--- src/rtl/program_loader.sv ---
// program_loader: boot-time loader for a framed program image.
// Receives a byte stream framed as
//   0xA5, N[7:0], N[15:8], 4N payload bytes (big-endian words), XOR checksum.
// Each payload word is written to instruction memory. The CPU is held in
// reset until the whole image is written and the checksum matches.
//
// Ports:
//   clk             rising-edge clock
//   reset_in        synchronous, active-high reset
//   rx_valid_in     byte available on rx_data_in
//   rx_data_in      stream byte
//   rx_ready_out    loader can accept a byte (low only during a write cycle)
//   imem_wr_en_out  one-cycle instruction-memory write strobe
//   imem_addr_out   word-aligned byte address of the write
//   imem_data_out   write data
//   cpu_reset_out   1 = hold CPU in reset
//   done_out        image loaded and verified
//   error_out       framing or checksum error
module program_loader #(
  parameter logic [31:0] BASE_ADDR = 32'h0000_0000,
  parameter int unsigned MAX_WORDS = 256
) (
  input  logic        clk,
  input  logic        reset_in,
  input  logic        rx_valid_in,
  input  logic [7:0]  rx_data_in,
  output logic        rx_ready_out,
  output logic        imem_wr_en_out,
  output logic [31:0] imem_addr_out,
  output logic [31:0] imem_data_out,
  output logic        cpu_reset_out,
  output logic        done_out,
  output logic        error_out
);

  localparam logic [7:0] MAGIC = 8'hA5;

  typedef enum logic [2:0] {
    S_IDLE,
    S_LEN_LO,
    S_LEN_HI,
    S_DATA,
    S_WRITE,
    S_CHECK,
    S_DONE,
    S_ERROR
  } state_e;

  state_e      state_q;
  logic [15:0] len_q;       // word count N of the current frame
  logic [15:0] idx_q;       // index of the word being assembled / written
  logic [1:0]  byte_cnt_q;  // payload bytes already shifted into asm_q
  logic [23:0] asm_q;       // first three bytes of the word being assembled
  logic [7:0]  csum_q;      // running XOR of payload bytes

  logic        rx_ready_q;
  logic        wr_en_q;
  logic [31:0] addr_q;
  logic [31:0] data_q;
  logic        cpu_reset_q;
  logic        done_q;
  logic        error_q;

  // Byte transfer handshake.
  logic accept;
  assign accept = rx_valid_in && rx_ready_q;

  // Combinational helpers feeding the registers.
  logic [15:0] len_d;
  logic        len_bad_d;
  logic [31:0] word_d;
  logic [31:0] addr_d;

  always_comb begin
    len_d     = {rx_data_in, len_q[7:0]};
    len_bad_d = (len_d == 16'd0) || (32'(len_d) > MAX_WORDS);
    word_d    = {asm_q, rx_data_in};
    addr_d    = BASE_ADDR + (32'(idx_q) << 2);
  end

  // Loader FSM with all outputs registered.
  always_ff @(posedge clk) begin
    if (reset_in) begin
      state_q     <= S_IDLE;
      len_q       <= 16'd0;
      idx_q       <= 16'd0;
      byte_cnt_q  <= 2'd0;
      asm_q       <= 24'd0;
      csum_q      <= 8'd0;
      rx_ready_q  <= 1'b0;
      wr_en_q     <= 1'b0;
      addr_q      <= 32'd0;
      data_q      <= 32'd0;
      cpu_reset_q <= 1'b1;
      done_q      <= 1'b0;
      error_q     <= 1'b0;
    end else begin
      // The strobe lasts one cycle; ready is dropped only on entry to WRITE.
      wr_en_q    <= 1'b0;
      rx_ready_q <= 1'b1;

      case (state_q)
        S_IDLE: begin
          // Anything other than the magic byte is consumed and dropped.
          if (accept && (rx_data_in == MAGIC)) begin
            state_q <= S_LEN_LO;
          end
        end

        S_LEN_LO: begin
          if (accept) begin
            len_q[7:0] <= rx_data_in;
            state_q    <= S_LEN_HI;
          end
        end

        S_LEN_HI: begin
          if (accept) begin
            len_q[15:8] <= rx_data_in;
            if (len_bad_d) begin
              state_q <= S_ERROR;
              error_q <= 1'b1;
            end else begin
              state_q    <= S_DATA;
              idx_q      <= 16'd0;
              byte_cnt_q <= 2'd0;
              csum_q     <= 8'd0;
            end
          end
        end

        S_DATA: begin
          if (accept) begin
            asm_q      <= word_d[23:0];
            csum_q     <= csum_q ^ rx_data_in;
            byte_cnt_q <= byte_cnt_q + 2'd1;
            // Fourth byte completes the word: present it during WRITE.
            if (byte_cnt_q == 2'd3) begin
              state_q    <= S_WRITE;
              wr_en_q    <= 1'b1;
              addr_q     <= addr_d;
              data_q     <= word_d;
              rx_ready_q <= 1'b0;
            end
          end
        end

        S_WRITE: begin
          idx_q <= idx_q + 16'd1;
          if (idx_q == (len_q - 16'd1)) begin
            state_q <= S_CHECK;
          end else begin
            state_q <= S_DATA;
          end
        end

        S_CHECK: begin
          if (accept) begin
            if (rx_data_in == csum_q) begin
              state_q     <= S_DONE;
              done_q      <= 1'b1;
              cpu_reset_q <= 1'b0;
            end else begin
              state_q <= S_ERROR;
              error_q <= 1'b1;
            end
          end
        end

        S_DONE, S_ERROR: begin
          // Only a new magic byte restarts; the CPU goes back into reset.
          if (accept && (rx_data_in == MAGIC)) begin
            state_q     <= S_LEN_LO;
            done_q      <= 1'b0;
            error_q     <= 1'b0;
            cpu_reset_q <= 1'b1;
          end
        end

        default: begin
          state_q <= S_IDLE;
        end
      endcase
    end
  end

  assign rx_ready_out   = rx_ready_q;
  assign imem_wr_en_out = wr_en_q;
  assign imem_addr_out  = addr_q;
  assign imem_data_out  = data_q;
  assign cpu_reset_out  = cpu_reset_q;
  assign done_out       = done_q;
  assign error_out      = error_q;

endmodule
--- config.mk ---
export PLATFORM = sky130hd
export DESIGN_NAME = program_loader
export DESIGN_NICKNAME = d
export VERILOG_FILES = /design/src/rtl/program_loader.sv
export SDC_FILE = /design/constraint.sdc
export NUM_CORES = 1
export LEC_CHECK = 0
export CAP_MARGIN = 10
export CORE_ASPECT_RATIO = 1.4
export CORE_MARGIN = 8
export CORE_UTILIZATION = 50
export CTS_BUF_LIST = sky130_fd_sc_hd__clkbuf_4
export CTS_CLUSTER_DIAMETER = 60
export DETAILED_ROUTE_END_ITERATION = 8
export PLACE_DENSITY = 0.75
export SETUP_SLACK_MARGIN = 0.3
export SYNTH_ARGS = -nofsm -noshare
export SYNTH_HDL_FRONTEND = slang
export SYNTH_SLANG_ARGS = --single-unit
--- constraint.sdc ---
create_clock -name clk -period 3.26 [get_ports clk]
set_input_delay 0.652 -clock clk [delete_from_list [all_inputs] [get_ports clk]]
set_output_delay 0.652 -clock clk [all_outputs]
set_load 0.03 [all_outputs]
---- Word-level counts from Yosys, hierarchy flattened ----
Cells that the tools add are included.
storage, ports and cells
  logic and storage cells ................. 102
  output and inout port bits .............. 69
  register bits after elaboration ......... 122
  input bits .............................. 11
operators by class
  reductions and logical operators ........ 21
  multiplexer cells ....................... 38
  $add $sub $neg .......................... 3
  bitwise gates (word level) .............. 3
  equality and inequality tests ........... 22
  magnitude comparators ................... 1
operator list
  operator                                                               number
  16-bit two-way mux                                                     2
  16-bit one-hot mux with 2 select lines                                 1
  3-bit two-way mux                                                      8
  8-bit two-way mux                                                      3
  2-bit != test, second input constant                                   10
  3-bit one-hot mux with 6 select lines                                  1
  16-bit by 1-bit adder with 16-bit output, second input constant        1
  16-bit == test                                                         1
  16-bit by 9-bit > comparator with 1-bit output, second input constant  1
  16-bit zero test                                                       1
  8-bit one-hot mux with 2 select lines                                  1
  16-bit by 1-bit subtractor with 16-bit output, second input constant   1
  1-bit two-way mux                                                      15
  3-bit == test, second input constant                                   4
  6-bit AND reduction                                                    2
  8-bit == test                                                          1
  8-bit == test, second input constant                                   1
  4-bit AND reduction                                                    2
  8-bit bitwise XOR                                                      1
  3-bit by 2-bit == test with 1-bit output, second input constant        2
  2-bit two-way mux                                                      3
  2-bit AND reduction                                                    3
  3-bit AND reduction                                                    2
  2-bit nonzero test                                                     3
  14 further kinds                                                       18

---- Longest topological paths before layout ----
  depth in word-level cells ............... 5
  gate-level depth with buffers ........... 10
  depth with buffers taken out ............ 9

---- Worst setup path after synthesis ----
OpenSTA, ideal clock, no wires.
  kind .................................... register -> register
  start point ............................. register len_q[2]
  end point ............................... register state_q[2]
  stages on the path, launching flop included .. 10
  buffers on the path ..................... 2
  clock period less this slack ............ 2.536 ns
  library setup time ...................... 0.074 ns
  required time ........................... 3.186 ns
  data arrival time ....................... 2.461 ns
  slack ................................... 0.724 ns
  path through ............................ dfxtp_1 > buf_6 > or4_1 > buf_2 > o31a_1 > or3_1 > a21oi_1 > o2111ai_1 > or4_1 > o21ai_0
between the ends
  word-level cells in the longest chain between the ends .. 5
  elaborated cells between the ends (all ways) .. 9
  those cells by class .................... 1 x add/sub; 1 x order compare; 1 x eq/ne; 4 x mux; 2 x reduce/logical
RTL lines
  element                                                                                RTL line  text
  start, declared                                                                        50        logic [15:0] len_q;
  start signal, assigned                                                                 112       len_q[7:0] <= rx_data_in;
  branches (longest 4 deep; another with 16-bit by 1-bit subtractor with 16-bit output)  -
  3-bit one-hot mux with 6 select lines (*)                                              102       case (state_q)
  end signal, assigned                                                                   106       state_q <= S_LEN_LO;
  end signal, assigned                                                                   121       state_q <= S_ERROR;
  end signal, assigned                                                                   124       state_q <= S_DATA;
  end, declared                                                                          49        state_e state_q;
Every way passes the cells marked *. The select of a mux whose other input is x is not followed.
A chain may end at the register's enable or synchronous reset.

---- Worst setup path after layout ----
Ends and elaborated chain as after synthesis.

==> summary.md <==
Clock latency on the worst-skew pair, taken at its later pin, is 0.52 ns. The initial utilization of the core area, before any placement, comes to 50.5%. Yosys attributes the largest share of cell area to sky130_fd_sc_hd__dfxtp_1 48%, sky130_fd_sc_hd__a22o_1 8.2%, sky130_fd_sc_hd__nor2_1 5.0%. After the last flow step, the layout net total stands at 645. Of the cells placed in the final design, the portion with a size suffix greater than 1 is 8.70%.

The tools report the cell internal power dissipation as 2.09 mW. For the clock skew, the log shows 0.0125 ns. The floorplan has 44 rows.

Required time at the worst-slack endpoint: 3.70 ns. Count of flip-flops with a built-in enable after synthesis: 0. Combinational cells account for 6.5% of the total power.

Buffers placed on the I/O ports in this run total 63. The tools report the synthesized instance count as 575. In this run, post-CTS repair resized a total of 0 instances.

In this run the power spent charging and discharging nets is 0.726 mW. Clock-pin transition on the worst setup and hold timing paths: 0.10 ns. In this run switching power makes up 25.8% of total power. Final number of hold-violating endpoints: 0. Counting distinct cell types in the post-synthesis netlist gives 50.

The number of antenna diodes in the final layout is 0. The first global-routing pass estimated 19800 um of wire. Routability-driven placement finished with a final weighted congestion of 0.870. For the sum of net half-perimeters after detailed placement, the log shows 8800 um. The power density of the placed cells came out at 457 nW/um^2.

Post-CTS timing repair inserted 0 buffers for setup. The tools report the clock group share of total power as 39.8%. Final hold analysis gives a worst-case slack of 0.465 ns. Measured against its own limit, the worst slew margin works out to 25.8%.

In this run, the number of DRC markers left after iteration 0 of detailed routing was 179. Summing all placed instances gives a cell area of 5870 um^2. The via count was 4215. Traced cell by cell, the critical path runs through or4_1 -> o31a_1 -> or3_1 -> a21oi_1 -> o2111ai_1 -> or4_1 -> o21ai_0.

The tools report the maximum number of pins on one net before global-route repair as 50. The final critical path takes up 88.1% of the cycle. Setup repair after global routing left no endpoint under its margin.

Along the worst path, the maximum fanout reaches 10. Final design area excluding fillers: 6170 um^2. For this block, the routed nets add up to 12200 um of wire.

STA puts the critical path data arrival time at 3.31 ns. Share of Yosys cell area claimed by the top area cell type: 47.5%. The run finished with clean final reports. The logs give 17 for the total CTS buffers and 0 ns for the total negative slack.

The detail route stage leaves a number of antenna-violating nets equal to 0. Compared with the post-synthesis result, the final layout area differs by 20.0%. Across the run, the number of max-cap violations was 0. The logs give 13800 um^2 for the floorplan die area and 0 for the final count of negative-setup-slack endpoints. The tools report the yosys synthesis warning count as 0. The number of clock sinks seen by CTS came out at 122. The cell sitting at the root of the clock tree is a sky130_fd_sc_hd__clkbuf_4.

STA classifies the critical path endpoint as a flip-flop. Path type of the worst min-delay path: flip-flop to flip-flop. The static leakage came out at 2.35 nW. Sorting the synthesized cells by how often they occur yields 122 x sky130_fd_sc_hd__dfxtp_1, 69 x sky130_fd_sc_hd__nor2_1, 64 x sky130_fd_sc_hd__nand2_1, 48 x sky130_fd_sc_hd__a22o_1, 39 x sky130_fd_sc_hd__a21oi_1. Fill cells in the final layout number 898.

The via count of the first global-routing pass is 4108. The final worst-path setup slack is 0.387 ns, and the area of the core is 10200 um^2. TritonCTS built the clock tree. After detailed routing, the number of remaining DRC violations is 0.

The biggest area contributor in the post-synthesis netlist is sky130_fd_sc_hd__dfxtp_1. Hold repair after CTS inserted 0 buffers. At the placement stage, the worst setup path has a slack of 0.0631 ns.

Remaining global-route overflow: 0. The initial antenna violation count was 0; the worst stage delay on the critical path was 0.68 ns. The type of element launching the critical path was a flip-flop.

The die height is 136 um, and the number of storage elements in the synthesis netlist is 122. Registers are responsible for 53.6% of the overall power. Dividing the detail-routed wire length by the instance count gives 15.6 um. sky130_fd_sc_hd__dfxtp_1 is the most common cell in the netlist.

The vias per cell was 5.39. At the pin with the least slew margin, the transition time is 1.11 ns. For this run, asynchronously set or reset flops after synthesis account for 0%. The number of slew-limit violations in the final report was 0.

The number of primary I/O pins was 80; the number of buffer and inverter instances along the worst setup path was 0. The CTS H-tree depth was 4; the sequential-to-total area share from yosys stat was 47.5%. Among the stages of the critical path, the cell type that occurs most often is sky130_fd_sc_hd__or4_1.

For this run, the leading register cell type out of synthesis is sky130_fd_sc_hd__dfxtp_1. On the critical path, the stage with the largest delay is an instance of sky130_fd_sc_hd__or4_1. The cell area that synthesis handed to floorplanning was 5140 um^2. The critical path class was flip-flop to flip-flop. Dividing the synthesized area by the synthesized cell count gives 8.94 um^2. The chip width came out at 102 um. The combined global-route utilization of all metal layers is 18.3%. The length of the first detailed-routing pass in iterations is 4, and the shortest period the worst path allows is 2.87 ns. IR analysis of the VDD net gives a maximum drop of 0.219 mV.

Derived from the worst setup path, the maximum achievable clock frequency is 348 MHz. Kind of cell with the highest combined delay on the critical path: simple AND/OR/NAND/NOR gates. The maximum clock path buffer count was 2.
## sequential cells by signal (all words and copies together), names as in the netlist
signal          cells
imem_data_out      32
asm_q              24
idx_q              16
imem_addr_out      16
len_q              16
csum_q              8
state_q             3
byte_cnt_q          2
cpu_reset_out       1
done_out            1
error_out           1
imem_wr_en_out      1
rx_ready_out        1
## cells by family after synthesis
logic type	count (synthesis)	share of synthesized area, %
AOI/OAI and AO/OA	132	17.9
xor gates and xnor gates	43	7.33
adders and majority gates	3	0.730
buffers and inverters	63	6.04
DFF	122	47.5
muxes	17	3.33
other	1	0.0729
and+or+nand+nor	194	17.1
## worst reg2reg max path, cell delays in order, from the launching register on
cell                        delay [ns]
sky130_fd_sc_hd__dfxtp_1          0.42
sky130_fd_sc_hd__or4_1            0.68
sky130_fd_sc_hd__o31a_1           0.35
sky130_fd_sc_hd__or3_1            0.35
sky130_fd_sc_hd__a21oi_1          0.18
sky130_fd_sc_hd__o2111ai_1        0.21
sky130_fd_sc_hd__or4_1            0.52
sky130_fd_sc_hd__o21ai_0          0.09
## metal layers
metal	part of all wire, %	GRT usage [%]
met2	52	32.2
met1	41	20.0
met4	1.8	7.56
met5	0	0
met3	4.6	4.92
## cells in the final DEF (no fill, tap or decap), types with 3 or more instances in the layout
| master | instances |
|---|---|
| sky130_fd_sc_hd__and3_1 | 4 |
| sky130_fd_sc_hd__xor2_1 | 22 |
| sky130_fd_sc_hd__clkbuf_4 | 17 |
| sky130_fd_sc_hd__mux2i_1 | 16 |
| sky130_fd_sc_hd__o211ai_1 | 4 |
| sky130_fd_sc_hd__and4_1 | 3 |
| sky130_fd_sc_hd__nand3_1 | 11 |
| sky130_fd_sc_hd__or4_1 | 3 |
| sky130_fd_sc_hd__xnor2_1 | 21 |
| sky130_fd_sc_hd__dfxtp_1 | 122 |
| sky130_fd_sc_hd__nor2b_1 | 4 |
| sky130_fd_sc_hd__ha_1 | 3 |
| sky130_fd_sc_hd__a21boi_0 | 3 |
| sky130_fd_sc_hd__o31ai_1 | 3 |
| sky130_fd_sc_hd__nor2_1 | 67 |
| sky130_fd_sc_hd__clkinv_4 | 3 |
| sky130_fd_sc_hd__nand3b_1 | 3 |
| sky130_fd_sc_hd__clkdlybuf4s50_1 | 62 |
| sky130_fd_sc_hd__inv_1 | 5 |
| sky130_fd_sc_hd__nor3b_1 | 3 |
| sky130_fd_sc_hd__conb_1 | 16 |
| sky130_fd_sc_hd__o21ai_0 | 18 |
| sky130_fd_sc_hd__a31oi_1 | 3 |
| sky130_fd_sc_hd__bufinv_16 | 3 |
| sky130_fd_sc_hd__nand2b_1 | 5 |
| sky130_fd_sc_hd__nor4_1 | 6 |
| sky130_fd_sc_hd__nand2_1 | 64 |
| sky130_fd_sc_hd__a21oi_1 | 38 |
| sky130_fd_sc_hd__nand4_1 | 5 |
| sky130_fd_sc_hd__buf_4 | 16 |
| sky130_fd_sc_hd__a22o_1 | 48 |
| sky130_fd_sc_hd__nor3_1 | 7 |
| sky130_fd_sc_hd__clkinvlp_4 | 3 |
## final timing paths
kind / from / cells after the start / to / slack, ns
worst max-delay path: len_q[2] / 7 / state_q[2] / 0.39
worst min-delay path: asm_q[21] / 2 / asm_q[21] / 0.47
worst max register to register: len_q[2] / 7 / state_q[2] / 0.39
worst min register to register: asm_q[21] / 2 / asm_q[21] / 0.47
## power groups by stage
stage	Sequential, mW	Combinational (mW)	Clock, mW
6_report	1.51	0.184	1.12
3_5_place_dp	1.55	0.183	0
2_1_floorplan	1.54	0.153	0
4_1_cts	1.51	0.184	1.15
5_1_grt	1.52	0.201	1.22
3_3_place_gp	1.55	0.180	0
## area by class of cell
class	count	area, um^2	area share, %
Clock buffer	17	128	2.07
Clock inverter	15	174	2.82
Inverter	5	18.8	0.304
Multi-Input combinational cell	405	2470	40.0
Sequential cell	122	2440	39.6
Tap cell	138	173	2.80
Timing Repair Buffer	80	766	12.4
## stage by stage
step	util (%)	cells	power (mW)
after floorplan	-	590	1.69
after global placement	57.6	750	1.73
after detailed placement	57.6	750	1.73
after CTS	60.6	782	2.85
after global routing	60.6	782	2.94
final	60.6	782	2.82
(Power assumes the default switching activity.)
